==> src/rtl/merge_skid_buffer.sv <==
// Two-entry skid FIFO that stores a field-merge of old_data and new_data.
// Ports: clk, rst (sync, active-high), flush; sel, old_data, new_data and
// in_valid/in_ready for input; out_valid/out_ready/out_data for output;
// count (0..2) shows the entries held; sel_err is sticky and sets when an
// out-of-range sel was pushed.
module merge_skid_buffer #(
    parameter int WIDTH = 32,
    parameter int NSEL  = 4,
    parameter logic [NSEL-1:0][WIDTH-1:0] MASKS = '0,
    localparam int SW = (NSEL > 1) ? $clog2(NSEL) : 1
) (
    input  logic             clk,
    input  logic             rst,
    input  logic             flush,
    input  logic [SW-1:0]    sel,
    input  logic [WIDTH-1:0] old_data,
    input  logic [WIDTH-1:0] new_data,
    input  logic             in_valid,
    output logic             in_ready,
    output logic             out_valid,
    output logic [WIDTH-1:0] out_data,
    input  logic             out_ready,
    output logic [1:0]       count,
    output logic             sel_err
);

    logic [WIDTH-1:0] head;
    logic [WIDTH-1:0] tail;
    logic [WIDTH-1:0] mask;
    logic [WIDTH-1:0] merged;
    logic             sel_ok;
    logic             push;
    logic             pop;

    // An out-of-range sel matches no entry, so the mask stays zero and
    // old_data passes through unchanged.
    always_comb begin
        mask   = '0;
        sel_ok = 1'b0;
        for (int i = 0; i < NSEL; i++) begin
            if (sel == SW'(i)) begin
                mask   = MASKS[i];
                sel_ok = 1'b1;
            end
        end
    end

    assign merged = (old_data & ~mask) | (new_data & mask);

    // Handshake signals come only from registered count, so there is no
    // combinational path from out_ready to in_ready.
    assign in_ready  = (count != 2'd2);
    assign out_valid = (count != 2'd0);
    assign out_data  = head;

    assign push = in_valid & in_ready;
    assign pop  = out_valid & out_ready;

    always_ff @(posedge clk) begin
        if (rst) begin
            head    <= '0;
            tail    <= '0;
            count   <= 2'd0;
            sel_err <= 1'b0;
        end else begin
            if (push && !sel_ok)
                sel_err <= 1'b1;
            if (flush) begin
                count <= 2'd0;
            end else begin
                unique case ({push, pop})
                    2'b10: begin
                        if (count == 2'd0)
                            head <= merged;
                        else
                            tail <= merged;
                        count <= count + 2'd1;
                    end
                    2'b01: begin
                        head  <= tail;
                        count <= count - 2'd1;
                    end
                    // Only reachable with count==1: head leaves as the
                    // new entry replaces it.
                    2'b11: head <= merged;
                    default: ;
                endcase
            end
        end
    end

endmodule

==> config.mk <==
export PLATFORM = sky130hd
export DESIGN_NAME = merge_skid_buffer
export DESIGN_NICKNAME = d
export VERILOG_FILES = /design/src/rtl/merge_skid_buffer.sv
export SDC_FILE = /design/constraint.sdc
export NUM_CORES = 1
export LEC_CHECK = 0
export CAP_MARGIN = 20
export CORE_MARGIN = 5
export CORE_UTILIZATION = 49
export CTS_CLUSTER_SIZE = 25
export DETAILED_ROUTE_END_ITERATION = 16
export GPL_TIMING_DRIVEN = 0
export PLACE_DENSITY = 0.95
export REMOVE_ABC_BUFFERS = 1
export SLEW_MARGIN = 20
export SYNTH_ARGS = -nofsm -noshare
export SYNTH_HDL_FRONTEND = slang
export SYNTH_SLANG_ARGS = --single-unit
==> constraint.sdc <==
create_clock -name clk -period 3.25 [get_ports clk]
set_clock_uncertainty 0.15 [all_clocks]
set_input_delay 0.65 -clock clk [delete_from_list [all_inputs] [get_ports clk]]
set_output_delay 0.65 -clock clk [all_outputs]
set_load 0.005 [all_outputs]
# Word level (Yosys, flattened, before mapping)
# Cells that the tools add are included.
# W data, S select, Z words.
[op_classes]
bitwise_logic = 4
n_reduce_logical = 10
add_sub_neg = 2
n_mux = 7
n_eq_ne = 8
[op_table]
columns = ["cell", "n"]
rows = [
  ["$pmux W32 S3", 1],
  ["$mux W32", 1],
  ["$eq A2 B2 Y1 const B", 4],
  ["$reduce_and A3 Y1", 2],
  ["$eq A2 B1 Y1 const B", 2],
  ["$logic_not A2 Y1", 2],
  ["$mux W1", 4],
  ["$ne A2 B2 Y1 const B", 2],
  ["$pmux W2 S2", 1],
  ["$reduce_bool A2 Y1", 2],
  ["$reduce_bool A3 Y1", 1],
  ["$add A2 B1 Y2 const B", 1],
  ["$and A1 B1 Y1", 2],
  ["$not A1 Y1", 2],
  ["$reduce_or A2 Y1", 1],
  ["$sub A2 B1 Y2 const B", 1],
  ["$logic_and A1 B1 Y1", 1],
  ["$logic_not A1 Y1", 1],
]
[totals]
output_inout_bits = 37
ff_bits = 67

# Depth between registers and ports, before layout
[depth]
depth_word = 7
depth_mapped = 9
depth_no_buf = 7

# Least setup slack after synthesis
# Ideal clock, no wire load.
[synth_path]
kind = "register to register"
start = "register count[0]"
end = "register count[1]"
path_stages_with_launch = 9
n_path_buf = 1
slack_ns = 1.219
t_arrival_ns = 1.822
required_ns = 3.042
cell_sequence = "dfxtp_1 -> or2_2 -> nand2_1 -> inv_1 -> ha_1 -> buf_2 -> xor2_1 -> a2111oi_0 -> a31o_2"
[synth_via]
elab_chain_len = 4
elab_cells_between_ends = 10
cone_classes = "2 x add/sub; 3 x eq/ne; 1 x mux; 2 x bitwise; 2 x reduce/logical"
[synth_rtl]
columns = ["item", "line", "text"]
rows = [
  ["start, declared", "23", "output logic [1:0] count,"],
  ["start signal, assigned", "77", "count <= count + 2'd1;"],
  ["start signal, assigned", "81", "count <= count - 2'd1;"],
  ["$reduce_bool A2 Y1 (*)", "53", "assign out_valid = (count != 2'd0);"],
  ["named net out_valid", "20", "output logic out_valid,"],
  ["$and A1 B1 Y1 (*)", "57", "assign pop = out_valid & out_ready;"],
  ["$eq A2 B1 Y1 / $eq A2 B2 Y1 (equally long branches)", "71", "unique case ({push, pop})"],
  ["$pmux W2 S2 / $reduce_bool A2 Y1 (equally long branches)", "n/a", ""],
]
# Mark *: on every way through the listed nets, which the timed path passes. The rest lies on a longest branch.
# A chain may end at the register's enable or synchronous reset.

# Final worst setup path
[layout_path]
start = "input port out_ready"
end = "register head[25], in the netlist out_data[25]"
[layout_via]
elab_chain_len = 4
elab_cells_between_ends = 8
cone_classes = "4 x eq/ne; 1 x mux; 1 x bitwise; 2 x reduce/logical"
[layout_rtl]
columns = ["item", "line", "text"]
rows = [
  ["start, declared", "22", "input logic out_ready,"],
  ["$and A1 B1 Y1 (*)", "57", ""],
  ["$eq A2 B2 Y1 / $eq A2 B1 Y1 (equally long branches)", "71", ""],
  ["$ne A2 B2 Y1 (no source line) / $reduce_bool A3 Y1 (equally long branches)", "n/a", ""],
  ["$reduce_and A3 Y1 (no source line)", "n/a", ""],
  ["end signal, assigned", "74", "head <= merged;"],
  ["end signal, assigned", "80", "head <= tail;"],
  ["end signal, assigned", "85", "2'b11: head <= merged;"],
  ["end, declared", "27", "logic [WIDTH-1:0] head;"],
]
# Mark *: on every way between the ends. The rest lies on a longest branch, timed or not.

==> insert_results.sql <==
INSERT INTO impl_metrics (metric_group, metric, value, unit) VALUES
('synthesis', 'syn_inst', '308', ''),
('synthesis', 'largest_family_of_logic_cells_by_synthesized_area', 'multiplexers', ''),
('drt', 'routed_wirelength', '6920', 'um'),
('clock_network', 'cts.repair.resized', '0', ''),
('final_layout', 'post_synthesis_to_final_layout_area_growth', '30.3', '%'),
('synthesis', 'synthTopCellsByCount', 'sky130_fd_sc_hd__dfxtp_1 (67), sky130_fd_sc_hd__nand2b_1 (65), sky130_fd_sc_hd__mux2i_1 (64), sky130_fd_sc_hd__a21oi_1 (32), sky130_fd_sc_hd__a211oi_1 (22)', ''),
('synthesis', 'synth.top_cells.by_area', 'sky130_fd_sc_hd__dfxtp_1 (43%), sky130_fd_sc_hd__mux2i_1 (20%), sky130_fd_sc_hd__nand2b_1 (13%)', ''),
('synthesis', 'number_of_enable_flip_flop_cells_after_synthesis', '0', ''),
('worst_setup_path', 'crit_path_start_kind', 'input pin', ''),
('timing', 'post_layout_min_period', '3.08', 'ns'),
('floorplan', 'floorplan_die_area', '0.00812', 'sq mm'),
('timing', 'post-route-period-util', '0.948', ''),
('drt', 'first_pass_detailed_route_iteration_total', '4', ''),
('min_path', 'hold_path_class', 'reg -> reg', ''),
('worst_setup_path', 'crit_fanout', '33', ''),
('floorplan', 'initial_utilization', '0.498', ''),
('synthesis', 'count_of_unique_library_cells_instantiated_by_yosys', '24', ''),
('run_status', 'status', 'completed', ''),
('synthesis', 'synthXorXnorAreaFrac', '0.00557', ''),
('global_route', 'grt_pass1_wl', '11600', 'um'),
('clock_network', 'clk_pin_slew', '0.07', 'ns'),
('synthesis', 'synth.cell_area', '0.00315', 'sq mm'),
('synthesis', 'share_of_synthesized_area_spent_on_multiplexers', '0.204', ''),
('synthesis', 'synthesis.yosys.warnings', '0', ''),
('clock_network', 'cts_root_buf', 'sky130_fd_sc_hd__clkbuf_8', ''),
('worst_setup_path', 'crit_type', 'in -> reg', ''),
('clock_network', 'tritoncts_clock_tree', 'done', ''),
('timing', 'timing.final.hold_violations', '0', ''),
('synthesis', 'compound_gate_fraction_of_synth_area', '0.152', ''),
('pwr', 'ir_drop', '0.283', 'mV'),
('synthesis', 'synth_ff_type', 'sky130_fd_sc_hd__dfxtp_1', ''),
('floorplan', 'fp.dieW', '90.1', 'um'),
('drt', 'post-route-drc-count', '0', ''),
('synthesis', 'syn-mean-instance-area', '10.2', 'sq um'),
('global_route', 'grt_max_degree', '100', ''),
('synthesis', 'async_flop_share', '0', ''),
('global_route', 'use_met3', '0.0384', ''),
('clock_network', 'clk_sinks', '67', ''),
('synthesis', 'synth.yosys.seq_area_share', '0.426', ''),
('global_route', 'gr-usage-met1', '0.199', ''),
('drt', 'detail_route.vias_per_cell', '5.38', ''),
('placed_design', 'routability_congestion_estimate_from_global_placement', '0.690', ''),
('pwr', 'power_leakage', '1.36', 'nW'),
('drt', 'route.vias.total', '2417', ''),
('synthesis', 'synthSimpleGateAreaFrac', '0.144', ''),
('drt', 'detail-route-antenna-nets', '0', ''),
('clock_network', 'htree_num_levels', '3', ''),
('drt', 'wl_per_cell', '15.4', 'um'),
('placed_design', 'place_area', '0.00391', 'sq mm'),
('clock_network', 'tritoncts.num_buffers', '9', ''),
('floorplan', 'core-area', '0.00631', 'sq mm'),
('placed_design', 'io_buffers', '73', ''),
('final_layout', 'antenna-diode-count', '0', ''),
('clock_network', 'cts_hold_buf', '0', ''),
('floorplan', 'y_dimension_of_the_die', '90.1', 'um'),
('global_route', 'grt_antenna_before_repair', '0', ''),
('run', 'maxCapViolCount', '0', ''),
('timing', 'setup_viol_count_final', '0', ''),
('timing', 'report.final.slew_viol_count', '0', ''),
('drt', 'first_iter_violations', '95', ''),
('global_route', 'most_used_routing_layer_in_global_routing', 'met2', ''),
('floorplan', 'design.portCount', '108', ''),
('pwr', 'totalPowerFinal', '0.00186', 'W'),
('global_route', 'grt_use_met2', '0.297', ''),
('synthesis', 'post-synth-top-area-fraction', '0.426', ''),
('synthesis', 'synth.most_common_cell', 'sky130_fd_sc_hd__dfxtp_1', ''),
('clock_network', 'ctsLongestPathBuffers', '2', ''),
('final_layout', 'fillers', '522', ''),
('final_layout', 'layout.nets', '441', ''),
('worst_setup_path', 'worstSetupEndpointType', 'register', ''),
('timing', 'worstMarginPinSlew', '0.986', 'ns');
[placed cells by master (no fill, tap or decap), drive strengths merged]
cell type and n:
a2111oi 1, a211oi 32, a21oi 32, a31o 1, and2 1, buf 4
clkbuf 15, clkdlybuf4s50 72, clkinv 1, dfxtp 67, ha 3, inv 3
mux2i 64, nand2 2, nand2b 65, nor2 2, nor2b 1, nor3 2
o21ai 1, or2 1, xnor2 1, xor2 1
[area by class of cell]
class                      instances  area (sq um)  share of cell area
sequential                        67          1340               0.327
tap                               77          96.3              0.0235
clock inverter                     1          5.00             0.00122
multi-input combinational        210          1650               0.402
inverter                           3          11.3             0.00275
timing repair buffer              76           811               0.198
clock buffer                      15           186              0.0455
[report_power, final]
group          total, W  switching, W  internal, W  leakage [nW]
registers      0.000892     0.0000268     0.000865         0.547
clock network  0.000652      0.000291     0.000361        0.0997
logic          0.000320      0.000138     0.000182         0.711
[kinds of logic after synthesis]
logic type | count (synthesis)
buffers and inverters | 31
adders and majority gates | 3
xor gates and xnor gates | 2
muxes | 64
AOI/OAI and AO/OA | 67
DFF | 67
and+or+nand+nor | 74
[per-stage QoR]
stage	std cells	hold slack [ns]	setup TNS (ns)	setup slack, ns
after floorplan	280	0.298	-0.402	-0.0167
after global placement	430	0.303	-80.64	-1.66
after detailed placement	433	0.311	-2.82	-0.140
after CTS	449	0.326	0	0.194
after global routing	449	0.346	0	0.0641
final	449	0.319	0	0.168
[metal layers]
layer	share of wire	vias to the layer above	routed length, um
met5	0	-	0
met4	0.011	0	79
met3	0.050	9	346
met2	0.50	57	3430
met1	0.44	1156	3060
li1	-	1195	-
[final timing paths]
check	startpoint	endpoint	slack, ns	cells after the start
max	out_ready	out_data[25]	0.17	6
min reg2reg	sel_err	sel_err	0.32	1
min	sel_err	sel_err	0.32	1
max reg2reg	count[0]	out_data[25]	0.29	6
[flip-flops by register name, indices dropped and copies added (netlist names)]
register	cells
out_data	32
tail	32
count	2
sel_err	1
[worst max-delay path, cell delays in order]
cell                              delay (ns)
sky130_fd_sc_hd__clkdlybuf4s50_1        0.46
sky130_fd_sc_hd__nand2_1                0.10
sky130_fd_sc_hd__ha_1                   0.24
sky130_fd_sc_hd__nor2_4                 0.63
sky130_fd_sc_hd__and2_2                 0.80
sky130_fd_sc_hd__a211oi_1               0.19
(Power assumes the default switching activity.)
